### config.mk
export PLATFORM = sky130hd
export DESIGN_NAME = bp_piton_cfg_ctrl_flat
export DESIGN_NICKNAME = d
export VERILOG_FILES = /design/src/rtl/bp_piton_cfg_ctrl_if.sv /design/src/rtl/bp_piton_cfg_ctrl.sv /design/src/flat_wrapper.sv
export SDC_FILE = /design/constraint.sdc
export NUM_CORES = 1
export LEC_CHECK = 0
export CELL_PAD_IN_SITES_DETAIL_PLACEMENT = 0
export CELL_PAD_IN_SITES_GLOBAL_PLACEMENT = 1
export CORE_UTILIZATION = 24
export CTS_CLUSTER_DIAMETER = 50
export CTS_CLUSTER_SIZE = 40
export DETAILED_ROUTE_END_ITERATION = 8
export PLACE_DENSITY_LB_ADDON = 0.1
export SLEW_MARGIN = 20
export SYNTH_ARGS = -nofsm -noshare
export SYNTH_HDL_FRONTEND = slang
export SYNTH_SLANG_ARGS = --single-unit
### constraint.sdc
create_clock -name clk_i -period 2 [get_ports clk_i]
set_clock_uncertainty 0.2 [all_clocks]
set_input_delay 0.4 -clock clk_i [delete_from_list [all_inputs] [get_ports clk_i]]
set_output_delay 0.4 -clock clk_i [all_outputs]
set_load 0.01 [all_outputs]
### src/rtl/bp_piton_cfg_ctrl_if.sv
// rtl/bp_piton_cfg_ctrl_if.sv - config request/response port bundle for bp_piton_cfg_ctrl
//
// Purpose: groups the single valid/ready config request channel and the
// valid/yumi response channel into one interface.
// Signals:
//   req_v_i / req_ready_and_o  request handshake (transfer when both high)
//   req_w_i                    1 = write, 0 = read
//   req_core_i                 target core, num_core_p = broadcast
//   req_reg_i                  register index
//   req_data_i                 write data
//   resp_v_o / resp_yumi_i     response handshake
//   resp_data_o                read data (0 for writes)
// Modports: master drives requests and consumes responses, slave is the controller.
interface bp_piton_cfg_ctrl_if #(
    parameter int num_core_p   = 4,
    parameter int data_width_p = 64
);
    localparam int core_sel_width_lp = $clog2(num_core_p + 1);

    logic                         req_v_i;
    logic                         req_ready_and_o;
    logic                         req_w_i;
    logic [core_sel_width_lp-1:0] req_core_i;
    logic [2:0]                   req_reg_i;
    logic [data_width_p-1:0]      req_data_i;
    logic                         resp_v_o;
    logic                         resp_yumi_i;
    logic [data_width_p-1:0]      resp_data_o;

    modport master (
        output req_v_i, req_w_i, req_core_i, req_reg_i, req_data_i, resp_yumi_i,
        input  req_ready_and_o, resp_v_o, resp_data_o
    );

    modport slave (
        input  req_v_i, req_w_i, req_core_i, req_reg_i, req_data_i, resp_yumi_i,
        output req_ready_and_o, resp_v_o, resp_data_o
    );
endinterface

### src/rtl/bp_piton_cfg_ctrl.sv
// rtl/bp_piton_cfg_ctrl.sv - runtime per-core configuration controller with sequenced cache-mode apply
//
// Purpose: holds per-core freeze, pending/active I$ and D$ modes and domain ID,
// serves register reads/writes over the config port, and commits pending cache
// modes through a freeze -> drain -> commit -> release sequence.
// Ports:
//   clk_i, reset_i          clock, synchronous active-high reset
//   bus (slave)             config request/response port
//   core_idle_i             per-core quiesced indication
//   freeze_o                per-core freeze (register or forced by apply)
//   icache_coherent_o       active I$ mode per core, 1 = coherent
//   dcache_writethrough_o   active D$ mode per core, 1 = writethrough
//   did_o                   packed per-core domain IDs, core 0 in the low bits
//   apply_busy_o            apply sequence in progress
module bp_piton_cfg_ctrl #(
    parameter int num_core_p   = 4,
    parameter int data_width_p = 64,
    parameter int did_width_p  = 3,
    localparam int core_sel_width_lp = $clog2(num_core_p + 1)
) (
    input  logic                              clk_i,
    input  logic                              reset_i,
    bp_piton_cfg_ctrl_if.slave                bus,
    input  logic [num_core_p-1:0]             core_idle_i,
    output logic [num_core_p-1:0]             freeze_o,
    output logic [num_core_p-1:0]             icache_coherent_o,
    output logic [num_core_p-1:0]             dcache_writethrough_o,
    output logic [num_core_p*did_width_p-1:0] did_o,
    output logic                              apply_busy_o
);
    typedef enum logic [2:0] {
        ST_IDLE    = 3'd0,
        ST_FREEZE  = 3'd1,
        ST_DRAIN   = 3'd2,
        ST_COMMIT  = 3'd3,
        ST_RELEASE = 3'd4
    } state_e;

    localparam logic [core_sel_width_lp-1:0] bcast_sel_lp = core_sel_width_lp'(num_core_p);
    localparam logic [core_sel_width_lp-1:0] last_core_lp = core_sel_width_lp'(num_core_p - 1);

    state_e                       r_state, w_state_nxt;
    logic [core_sel_width_lp-1:0] r_tgt, w_tgt_nxt;
    logic                         r_bcast, w_bcast_nxt;
    logic                         w_commit;

    logic [num_core_p-1:0]  r_freeze;
    logic [num_core_p-1:0]  r_pend_i;
    logic [num_core_p-1:0]  r_pend_d;
    logic [num_core_p-1:0]  r_act_i;
    logic [num_core_p-1:0]  r_act_d;
    logic [did_width_p-1:0] r_did [num_core_p];

    logic                    r_resp_v;
    logic [data_width_p-1:0] r_resp_data;

    logic                    w_busy;
    logic                    w_is_bcast;
    logic                    w_core_valid;
    logic                    w_apply_wr;
    logic                    w_ready;
    logic                    w_fire;
    logic                    w_wr;
    logic                    w_apply_start;
    logic [num_core_p-1:0]   w_wr_hit;
    logic [num_core_p-1:0]   w_tgt_hit;
    logic                    w_force;

    logic                    w_sel_valid;
    logic                    w_sel_freeze;
    logic                    w_sel_pend_i;
    logic                    w_sel_pend_d;
    logic                    w_sel_act_i;
    logic                    w_sel_act_d;
    logic                    w_sel_idle;
    logic [did_width_p-1:0]  w_sel_did;
    logic [data_width_p-1:0] w_rd_data;

    // Write data above the widest field never reaches a register.
    logic w_unused_data;
    assign w_unused_data = &{1'b0, bus.req_data_i[data_width_p-1:did_width_p]};

    assign w_busy       = (r_state != ST_IDLE);
    assign w_is_bcast   = (bus.req_core_i == bcast_sel_lp);
    assign w_core_valid = (bus.req_core_i < bcast_sel_lp);
    assign w_apply_wr   = bus.req_v_i & bus.req_w_i & (bus.req_reg_i == 3'd4);

    // One response slot; a second apply cannot start while one is running,
    // but every other request keeps flowing.
    assign w_ready = (~r_resp_v | bus.resp_yumi_i) & ~(w_apply_wr & w_busy);
    assign w_fire  = bus.req_v_i & w_ready;
    assign w_wr    = w_fire & bus.req_w_i;

    // Acceptance already implies IDLE, so no state term is needed here.
    assign w_apply_start = w_wr & (bus.req_reg_i == 3'd4) & (w_is_bcast | w_core_valid);

    always_comb begin
        w_wr_hit  = '0;
        w_tgt_hit = '0;
        for (int c = 0; c < num_core_p; c++) begin
            w_wr_hit[c]  = w_wr & (w_is_bcast | (bus.req_core_i == core_sel_width_lp'(c)));
            w_tgt_hit[c] = (r_tgt == core_sel_width_lp'(c));
        end
    end

    // Read select: broadcast reads see core 0, out-of-range cores read as 0.
    always_comb begin
        w_sel_valid  = 1'b0;
        w_sel_freeze = 1'b0;
        w_sel_pend_i = 1'b0;
        w_sel_pend_d = 1'b0;
        w_sel_act_i  = 1'b0;
        w_sel_act_d  = 1'b0;
        w_sel_idle   = 1'b0;
        w_sel_did    = '0;
        for (int c = 0; c < num_core_p; c++) begin
            if ((bus.req_core_i == core_sel_width_lp'(c)) || (w_is_bcast && c == 0)) begin
                w_sel_valid  = 1'b1;
                w_sel_freeze = r_freeze[c];
                w_sel_pend_i = r_pend_i[c];
                w_sel_pend_d = r_pend_d[c];
                w_sel_act_i  = r_act_i[c];
                w_sel_act_d  = r_act_d[c];
                w_sel_idle   = core_idle_i[c];
                w_sel_did    = r_did[c];
            end
        end
    end

    always_comb begin
        w_rd_data = '0;
        if (w_sel_valid) begin
            case (bus.req_reg_i)
                3'd0:    w_rd_data[0] = w_sel_freeze;
                3'd1:    w_rd_data[0] = w_sel_pend_i;
                3'd2:    w_rd_data[0] = w_sel_pend_d;
                3'd3:    w_rd_data[did_width_p-1:0] = w_sel_did;
                3'd4:    w_rd_data[0] = w_busy;
                3'd5:    w_rd_data[3:0] = {w_sel_act_d, w_sel_act_i, w_busy, w_sel_idle};
                default: w_rd_data = '0;
            endcase
        end
    end

    // Apply sequencer: state register.
    always_ff @(posedge clk_i) begin
        if (reset_i) begin
            r_state <= ST_IDLE;
            r_tgt   <= '0;
            r_bcast <= 1'b0;
        end else begin
            r_state <= w_state_nxt;
            r_tgt   <= w_tgt_nxt;
            r_bcast <= w_bcast_nxt;
        end
    end

    // Apply sequencer: next state. Broadcast walks cores 0..num_core_p-1,
    // running the full four-step sequence on each in turn.
    always_comb begin
        w_state_nxt = r_state;
        w_tgt_nxt   = r_tgt;
        w_bcast_nxt = r_bcast;
        w_commit    = 1'b0;
        case (r_state)
            ST_IDLE: begin
                if (w_apply_start) begin
                    w_state_nxt = ST_FREEZE;
                    w_tgt_nxt   = w_is_bcast ? '0 : bus.req_core_i;
                    w_bcast_nxt = w_is_bcast;
                end
            end
            ST_FREEZE: w_state_nxt = ST_DRAIN;
            ST_DRAIN: begin
                if (|(core_idle_i & w_tgt_hit)) begin
                    w_state_nxt = ST_COMMIT;
                end
            end
            ST_COMMIT: begin
                w_commit    = 1'b1;
                w_state_nxt = ST_RELEASE;
            end
            ST_RELEASE: begin
                if (r_bcast && (r_tgt < last_core_lp)) begin
                    w_tgt_nxt   = r_tgt + core_sel_width_lp'(1);
                    w_state_nxt = ST_FREEZE;
                end else begin
                    w_state_nxt = ST_IDLE;
                    w_bcast_nxt = 1'b0;
                end
            end
            default: w_state_nxt = ST_IDLE;
        endcase
    end

    // Config registers and response slot. Commit copies the registered
    // pending value, so a pending write landing in the commit cycle waits
    // for the next apply.
    always_ff @(posedge clk_i) begin
        if (reset_i) begin
            r_freeze    <= '1;
            r_pend_i    <= '1;
            r_pend_d    <= '1;
            r_act_i     <= '1;
            r_act_d     <= '1;
            for (int c = 0; c < num_core_p; c++) begin
                r_did[c] <= '0;
            end
            r_resp_v    <= 1'b0;
            r_resp_data <= '0;
        end else begin
            for (int c = 0; c < num_core_p; c++) begin
                if (w_wr_hit[c]) begin
                    case (bus.req_reg_i)
                        3'd0:    r_freeze[c] <= bus.req_data_i[0];
                        3'd1:    r_pend_i[c] <= bus.req_data_i[0];
                        3'd2:    r_pend_d[c] <= bus.req_data_i[0];
                        3'd3:    r_did[c]    <= bus.req_data_i[did_width_p-1:0];
                        default: ;
                    endcase
                end
                if (w_commit && w_tgt_hit[c]) begin
                    r_act_i[c] <= r_pend_i[c];
                    r_act_d[c] <= r_pend_d[c];
                end
            end
            if (w_fire) begin
                r_resp_v    <= 1'b1;
                r_resp_data <= bus.req_w_i ? '0 : w_rd_data;
            end else if (bus.resp_yumi_i) begin
                r_resp_v    <= 1'b0;
            end
        end
    end

    // Forced freeze covers the target until RELEASE, independent of freeze_r.
    assign w_force = (r_state == ST_FREEZE) | (r_state == ST_DRAIN) | (r_state == ST_COMMIT);

    assign freeze_o              = r_freeze | ({num_core_p{w_force}} & w_tgt_hit);
    assign icache_coherent_o     = r_act_i;
    assign dcache_writethrough_o = r_act_d;
    assign apply_busy_o          = w_busy;

    always_comb begin
        did_o = '0;
        for (int c = 0; c < num_core_p; c++) begin
            did_o[c*did_width_p +: did_width_p] = r_did[c];
        end
    end

    assign bus.req_ready_and_o = w_ready;
    assign bus.resp_v_o        = r_resp_v;
    assign bus.resp_data_o     = r_resp_data;
endmodule
### src/flat_wrapper.sv
// flat-port wrapper written by rule: the top's interface ports become plain ports
module bp_piton_cfg_ctrl_flat 
#(
    parameter int num_core_p   = 4,
    parameter int data_width_p = 64,
    parameter int did_width_p  = 3,
    localparam int core_sel_width_lp = $clog2(num_core_p + 1)
)
  (clk_i, reset_i, core_idle_i, freeze_o, icache_coherent_o, dcache_writethrough_o, did_o, apply_busy_o, bus_req_v_i, bus_req_w_i, bus_req_core_i, bus_req_reg_i, bus_req_data_i, bus_resp_yumi_i, bus_req_ready_and_o, bus_resp_v_o, bus_resp_data_o);
  bp_piton_cfg_ctrl_if #(.num_core_p(num_core_p), .data_width_p(data_width_p)) bus_i ();
  input  logic clk_i;
  input  logic reset_i;
  input  logic [num_core_p-1:0] core_idle_i;
  output logic [num_core_p-1:0] freeze_o;
  output logic [num_core_p-1:0] icache_coherent_o;
  output logic [num_core_p-1:0] dcache_writethrough_o;
  output logic [num_core_p*did_width_p-1:0] did_o;
  output logic apply_busy_o;
  input wire logic [$bits(bus_i.req_v_i)-1:0] bus_req_v_i;
  input wire logic [$bits(bus_i.req_w_i)-1:0] bus_req_w_i;
  input wire logic [$bits(bus_i.req_core_i)-1:0] bus_req_core_i;
  input wire logic [$bits(bus_i.req_reg_i)-1:0] bus_req_reg_i;
  input wire logic [$bits(bus_i.req_data_i)-1:0] bus_req_data_i;
  input wire logic [$bits(bus_i.resp_yumi_i)-1:0] bus_resp_yumi_i;
  output wire logic [$bits(bus_i.req_ready_and_o)-1:0] bus_req_ready_and_o;
  output wire logic [$bits(bus_i.resp_v_o)-1:0] bus_resp_v_o;
  output wire logic [$bits(bus_i.resp_data_o)-1:0] bus_resp_data_o;
  assign bus_i.req_v_i = bus_req_v_i;
  assign bus_i.req_w_i = bus_req_w_i;
  assign bus_i.req_core_i = bus_req_core_i;
  assign bus_i.req_reg_i = bus_req_reg_i;
  assign bus_i.req_data_i = bus_req_data_i;
  assign bus_i.resp_yumi_i = bus_resp_yumi_i;
  assign bus_req_ready_and_o = bus_i.req_ready_and_o;
  assign bus_resp_v_o = bus_i.resp_v_o;
  assign bus_resp_data_o = bus_i.resp_data_o;
  bp_piton_cfg_ctrl #(.num_core_p(num_core_p), .data_width_p(data_width_p), .did_width_p(did_width_p)) u_core (.clk_i(clk_i), .reset_i(reset_i), .bus(bus_i), .core_idle_i(core_idle_i), .freeze_o(freeze_o), .icache_coherent_o(icache_coherent_o), .dcache_writethrough_o(dcache_writethrough_o), .did_o(did_o), .apply_busy_o(apply_busy_o));
endmodule
==> out/qor.csv, run 1 <==
stage,metric,value,unit
status,outcome,finished clean,
clock_tree,clock_path_buffers,2,
logic_synthesis,yosys-top-cells-area,"dfxtp_1, buf_4, edfxtp_1, mux2i_1, nor2_1",
worst_setup_path,endpoint_kind,register,
sta,hold_viol,0,
routing,final_antenna_net_count,0,
sta,finalCritPeriodShare,98.8,%
hold_path,min_path_cells,2,
final_layout,multi_input_area,1760,um2
clock_tree,path_clk_slew,0.07,ns
clock_tree,root_buffer,clkbuf_16,
clock_tree,cts_max_level,2,
worst_setup_path,start_kind,input pin,
final_layout,final.fill_count,1276,
worst_setup_path,critPathLaunch,bus_req_reg_i[1],
global_routing,antenna_found_initial,0,
placed_design,hpwl,7.12,mm
final_layout,seq_area,1010,um2
worst_setup_path,r2r_start,u_core.r_state[1],
floorplanning,start_util,24.7,%
final_layout,n_antenna_cell,0,
clock_tree,clock_latency,0.29,ns
logic_synthesis,ys_seq_elements,44,
placed_design,place_ws,-0.502,ns
worst_setup_path,r2r_cells,5,
final_layout,final_common_cell,conb_1,
logic_synthesis,yosys_warnings,0,
logic_synthesis,synth_edf_count,12,
worst_setup_path,path_class,input pin to register,
worst_setup_path,r2r-end,u_core.r_did[2][0],
routing,vias,2645,
final_layout,layout-drive-gt1-share,24.3,%
placed_design,portBuffers,48,
sta,setup_viol,0,
logic_synthesis,syn_area_per_cell,8.72,um2
final_layout,final_cell_mix,"conb_1, buf_4, clkdlybuf4s50_1, nor2_1, dfxtp_1",
routing,drcViolationCount,0,
global_routing,grt_pass1_wl,14.0,mm
floorplanning,die_area,12800,um2
logic_synthesis,synthArstFlopShare,0,%
logic_synthesis,ys.flop_type,dfxtp_1,
sta,drv_slew,0,
final_layout,final_core_util,34.1,%
pwr,vdd_drop_max,0.294,mV
worst_setup_path,worstPathArrival,1.83,ns
sta,finalWorstSetupSlack,0.0246,ns
final_layout,fin_nets,524,
global_routing,grt_pass1_vias,2486,
sta,clock.fmax,506,MHz
clock_tree,cts_buffers,5,
clock_tree,postCtsHoldBufs,0,
worst_setup_path,required,1.85,ns
logic_synthesis,syn_area,2970,um2
sta,rsz0062_at_grt,true,
pwr,finalPower,2.66,mW
hold_path,hp-start,u_core.bus.resp_data_o[1],
job,cap_violations,0,
global_routing,grt_usage,14.4,%
floorplanning,die_width,113,um
clock_tree,numClockSinks,44,
routing,firstDrtPassIters,5,
hold_path,min_path_type,register to register,
floorplanning,io_pins,170,
placed_design,gp_congestion,0.767,
logic_synthesis,synth_cell_type_count,52,
routing,wirelength,9.17,mm
clock_tree,tritoncts,yes,
logic_synthesis,netlist.area_leader.share,21.6,%
floorplanning,die_h,113,um
logic_synthesis,yosysTopAreaCell,dfxtp_1,
final_layout,area_growth,38.3,%
hold_path,hold_end,u_core.bus.resp_data_o[1],
floorplanning,rows,40,
logic_synthesis,ys_seq_area_share,33.8,%
sta,fin_crit,1.98,ns
pwr,p_per_area,649,nW/um2
routing,routedWlPerCell,15.6,um
global_routing,grt_overflow,0,
logic_synthesis,synthCells,340,
routing,viasPerCell,4.50,
pwr,p_leak,1.82,nW
worst_setup_path,cp_max_fo,8,
worst_setup_path,reg2reg_slack,0.07,ns
routing,drtIter0Drc,99,
global_routing,grt_max_degree,20,
floorplanning,core,12000,um2
## metrics by stage
step / hold slack, ns / cells / cell area, um2 / TNS (ns)
CTS: 0.261 / 587 / 4080 / 0
detailed placement: 0.251 / 577 / 3780 / -18.21
finish: 0.258 / 588 / 4100 / 0
floorplan: 0.263 / 399 / 3190 / -0.0480
global placement: 0.249 / 577 / 3780 / -17.90
global route: 0.269 / 588 / 4100 / -0.0310
## worst max path at each step
stage	end	cells past startpoint	slack (ns)
final	u_core.r_did[2][2]	6	0.02
after floorplan	u_core.r_did[3][0]	6	-0.006
after CTS	u_core.r_did[2][0]	5	0.002
after global routing	u_core.r_did[2][0]	5	-0.009
after detailed placement	bus_req_ready_and_o	4	-0.50
after global placement	bus_req_ready_and_o	4	-0.47
## cell usage after synthesis (2+ instances only)
cell	number
o21ai_0	6
nand4_1	2
nor2b_1	2
a311oi_1	2
a211oi_1	2
buf_4	62
nor2_1	29
xnor2_1	2
clkbuf_1	7
buf_2	7
nor4bb_1	2
nor3_1	4
nand3b_1	7
a2bb2oi_1	2
a22oi_1	2
a21o_1	4
and3_1	7
a31oi_1	2
nor3b_1	4
dfxtp_1	32
buf_6	2
edfxtp_1	12
ha_1	5
nand2b_1	17
mux2i_1	21
inv_1	8
o2bb2ai_1	2
a211o_1	9
a21oi_1	15
nand3_1	11
o21bai_1	4
nand2_1	25
a32oi_1	3
## worst max-delay path, stage by stage
cell	delay, ns
dlygate4sd2_1	0.26
or3b_4	0.43
o2111a_2	0.42
nand2_2	0.14
buf_4	0.12
nor2_1	0.04
## timing repair
item	CTS	global route
pin swaps	7	2
endpoints found under the setup margin	49	21
hold endpoints to repair	0	0
cloned	1	0
gates resized for setup	55	14
buffers inserted	1	1
## cells by family after synthesis
| kind of cell | Yosys count | share of synthesized area (%) |
|---|---|---|
| compound gates | 64 | 15.8 |
| simple gates | 116 | 20.6 |
| flops | 44 | 33.8 |
| buf+inv | 86 | 19.5 |
| xor+xnor | 2 | 0.591 |
| mux | 22 | 7.47 |
| fa+ha+maj | 5 | 2.11 |
| other cells | 1 | 0.126 |
## report_power, final
part / internal, mW / switching [mW]
clock: 0.588 / 0.377
combinational: 0.339 / 0.376
sequential: 0.948 / 0.0362
total: 1.87 / 0.789
## metal layers
layer	vias to the layer above	wire, um	global-route usage [%]	share of wire, %
li1	1285	-	-	-
met3	4	400	2.36	4.4
met2	88	4270	23.0	47
met4	0	66	3.42	0.72
met5	-	0	0	0
met1	1268	4430	20.1	48
## layout make-up
type                       instances  share of cell area (%)
multi-input combinational        270                    42.9
clock buffer                       5                    3.05
tap                              147                    4.49
clock inverter                     3                    1.04
timing repair buffer             111                    23.0
inverter                           8                   0.732
sequential                        44                    24.7
## registers in the layout, indices dropped and copies added (netlist names)
register,count
u_core.r_state,3
u_core.r_tgt,3
u_core.dcache_writethrough_o,4
u_core.r_did,12
u_core.r_pend_i,4
u_core.bus.resp_data_o,4
u_core.r_bcast,1
u_core.r_pend_d,4
u_core.bus.resp_v_o,1
u_core.icache_coherent_o,4
u_core.r_freeze,4
(Power assumes the default switching activity.)
==> run 2: changes to the inputs <==
- GPL_TIMING_DRIVEN: unset -> 0
==> run 2 against run 1 <==
Against the previous run: clock power fell by 2%; sequential share of layout area fell by 0.19 points; worst setup slack improved by 0.012 ns; critical path type is now register to output pin; first-iteration DRC count rose by 29%; critical path depth fell by 2; highest routed layer unchanged.
==> out/qor.csv, run 2 (synthesis results as in run 1) <==
stage,metric,value,unit
final_layout,final_cells,604,
placed_design,placed_cells,588,
worst_setup_path,critPathMaxStageDelay,0.37,ns
global_routing,met2_usage,22.5,%
clock_tree,root_buffer,clkbuf_16,
pwr,clockPowerShare,36.4,%
global_routing,met1_usage,18.8,%
sta,setup_viol,0,
routing,wirelength,8.79,mm
clock_tree,clock_path_buffers,2,
floorplanning,die_area,12800,um2
sta,tightest_slew,0.764,ns
worst_setup_path,cp_cell_sequence,"buf_4, ha_2, a21o_1, clkdlybuf4s15_2",
placed_design,place_ws,-0.625,ns
routing,drcViolationCount,0,
sta,clock.fmax,509,MHz
pwr,p_sw,743,uW
pwr,power_frac_seq,38.3,%
sta,hold_viol,0,
final_layout,fin_nets,540,
sta,max_slew_margin,49.0,%
routing,viasPerCell,4.31,
sta,finalCritPeriodShare,98.2,%
status,outcome,finished clean,
routing,routedWlPerCell,14.6,um
final_layout,area_growth,39.9,%
placed_design,gp_congestion,0.760,
clock_tree,tritoncts,yes,
worst_setup_path,cp_top_family,flip-flops,
final_layout,largest-register,u_core.r_did,
sta,drv_slew,0,
hold_path,min_path_type,register to register,
floorplanning,die_h,113,um
sta,tns,0,ns
routing,drtIter0Drc,128,
worst_setup_path,cpMaxStageDelayCell,dfxtp_4,
worst_setup_path,endpoint_kind,output pin,
pwr,vdd_drop_max,0.320,mV
worst_setup_path,path_class,register to output pin,
global_routing,grt_pass1_vias,2385,
worst_setup_path,worstPathArrival,1.36,ns
clock_tree,numClockSinks,44,
global_routing,grt_pass1_wl,13.5,mm
clock_tree,path_clk_slew,0.06,ns
floorplanning,rows,40,
placed_design,portBuffers,42,
floorplanning,io_pins,170,
final_layout,postLayoutCellArea,4150,um2
floorplanning,die_width,113,um
global_routing,grt_usage,13.8,%
placed_design,placed_area,3800,um2
final_layout,n_antenna_cell,0,
worst_setup_path,reg2reg_slack,0.08,ns
sta,finalWorstSetupSlack,0.0365,ns
clock_tree,cts_max_level,2,
pwr,swShare,28.7,%
routing,final_antenna_net_count,0,
floorplanning,start_util,24.7,%
pwr,finalPower,2.59,mW
worst_setup_path,start_kind,register,
global_routing,use_met3,2.04,%
final_layout,final_core_util,34.5,%
pwr,p_leak,1.88,nW
pwr,p_comb_share,25.3,%
global_routing,grt_max_degree,14,
pwr,p_int,1.85,mW
clock_tree,postCtsHoldBufs,0,
pwr,p_per_area,625,nW/um2
clock_tree,cts_buffers,5,
global_routing,busiest_layer,met2,
sta,rsz0062_at_grt,true,
sta,fin_crit,1.96,ns
floorplanning,core,12000,um2
clock_tree,clock_latency,0.29,ns
worst_setup_path,critPathBufInv,2,
final_layout,final_cell_mix,"buf_4, conb_1, clkdlybuf4s50_1, nor2_1, dfxtp_1",
worst_setup_path,required,1.40,ns
job,cap_violations,0,
worst_setup_path,cp_max_fo,6,
routing,vias,2601,
final_layout,layout-drive-gt1-share,28.0,%
routing,firstDrtPassIters,4,
global_routing,antenna_found_initial,0,
global_routing,grt_overflow,0,
final_layout,largest_reg_flops,12,
sta,hold_ws,0.258,ns
placed_design,hpwl,6.75,mm
final_layout,final_common_cell,buf_4,
-- run 2: area by class of cell --
| type | count | area (um2) |
|---|---|---|
| multi-input cells | 269 | 1720 |
| well taps | 147 | 184 |
| clock buffers | 6 | 129 |
| fillers | 1265 | 7860 |
| plain buffers | 78 | 566 |
| clock inverters | 2 | 35.0 |
| flip-flops and latches | 44 | 1020 |
| repair buffers | 50 | 464 |
| inverters | 8 | 30.0 |
-- run 2: path summary, 6_finish.rpt --
path / to / cells after the start / start
worst max-delay path: freeze_o[1] / 4 / u_core.r_tgt[0]
worst min-delay path: u_core.bus.resp_data_o[1] / 2 / u_core.bus.resp_data_o[1]
worst max register to register: u_core.r_did[0][2] / 6 / u_core.r_state[0]
worst min register to register: u_core.bus.resp_data_o[1] / 2 / u_core.bus.resp_data_o[1]
-- run 2: what timing repair did --
action / CTS / global route
endpoints found under the hold margin: 0 / 0
endpoints found under the setup margin: 34 / 26
resized for setup: 47 / 19
buffers inserted: 6 / 2
pin swaps: 8 / 5
-- run 2: worst reg2reg max path: stages, from the launching register on --
cell      delay (ns)
dfxtp_4         0.37
nor3_4          0.19
buf_4           0.16
o2111a_2        0.24
buf_6           0.16
nand2_2         0.09
o21bai_2        0.21
-- run 2: power by group through the flow --
stage	combinational (mW)	sequential [mW]	clock [mW]
2_1_floorplan	0.378	0.997	0
3_3_place_gp	0.549	1.00	0
3_5_place_dp	0.547	1.00	0
4_1_cts	0.621	0.997	0.974
5_1_grt	0.718	0.997	1.01
6_report	0.656	0.993	0.945
-- run 2: per-layer routing --
metal	vias up	part of all wire [%]
li1	1310	-
met1	1211	48
met2	73	47
met3	7	4.1
met4	0	1.1
met5	-	0
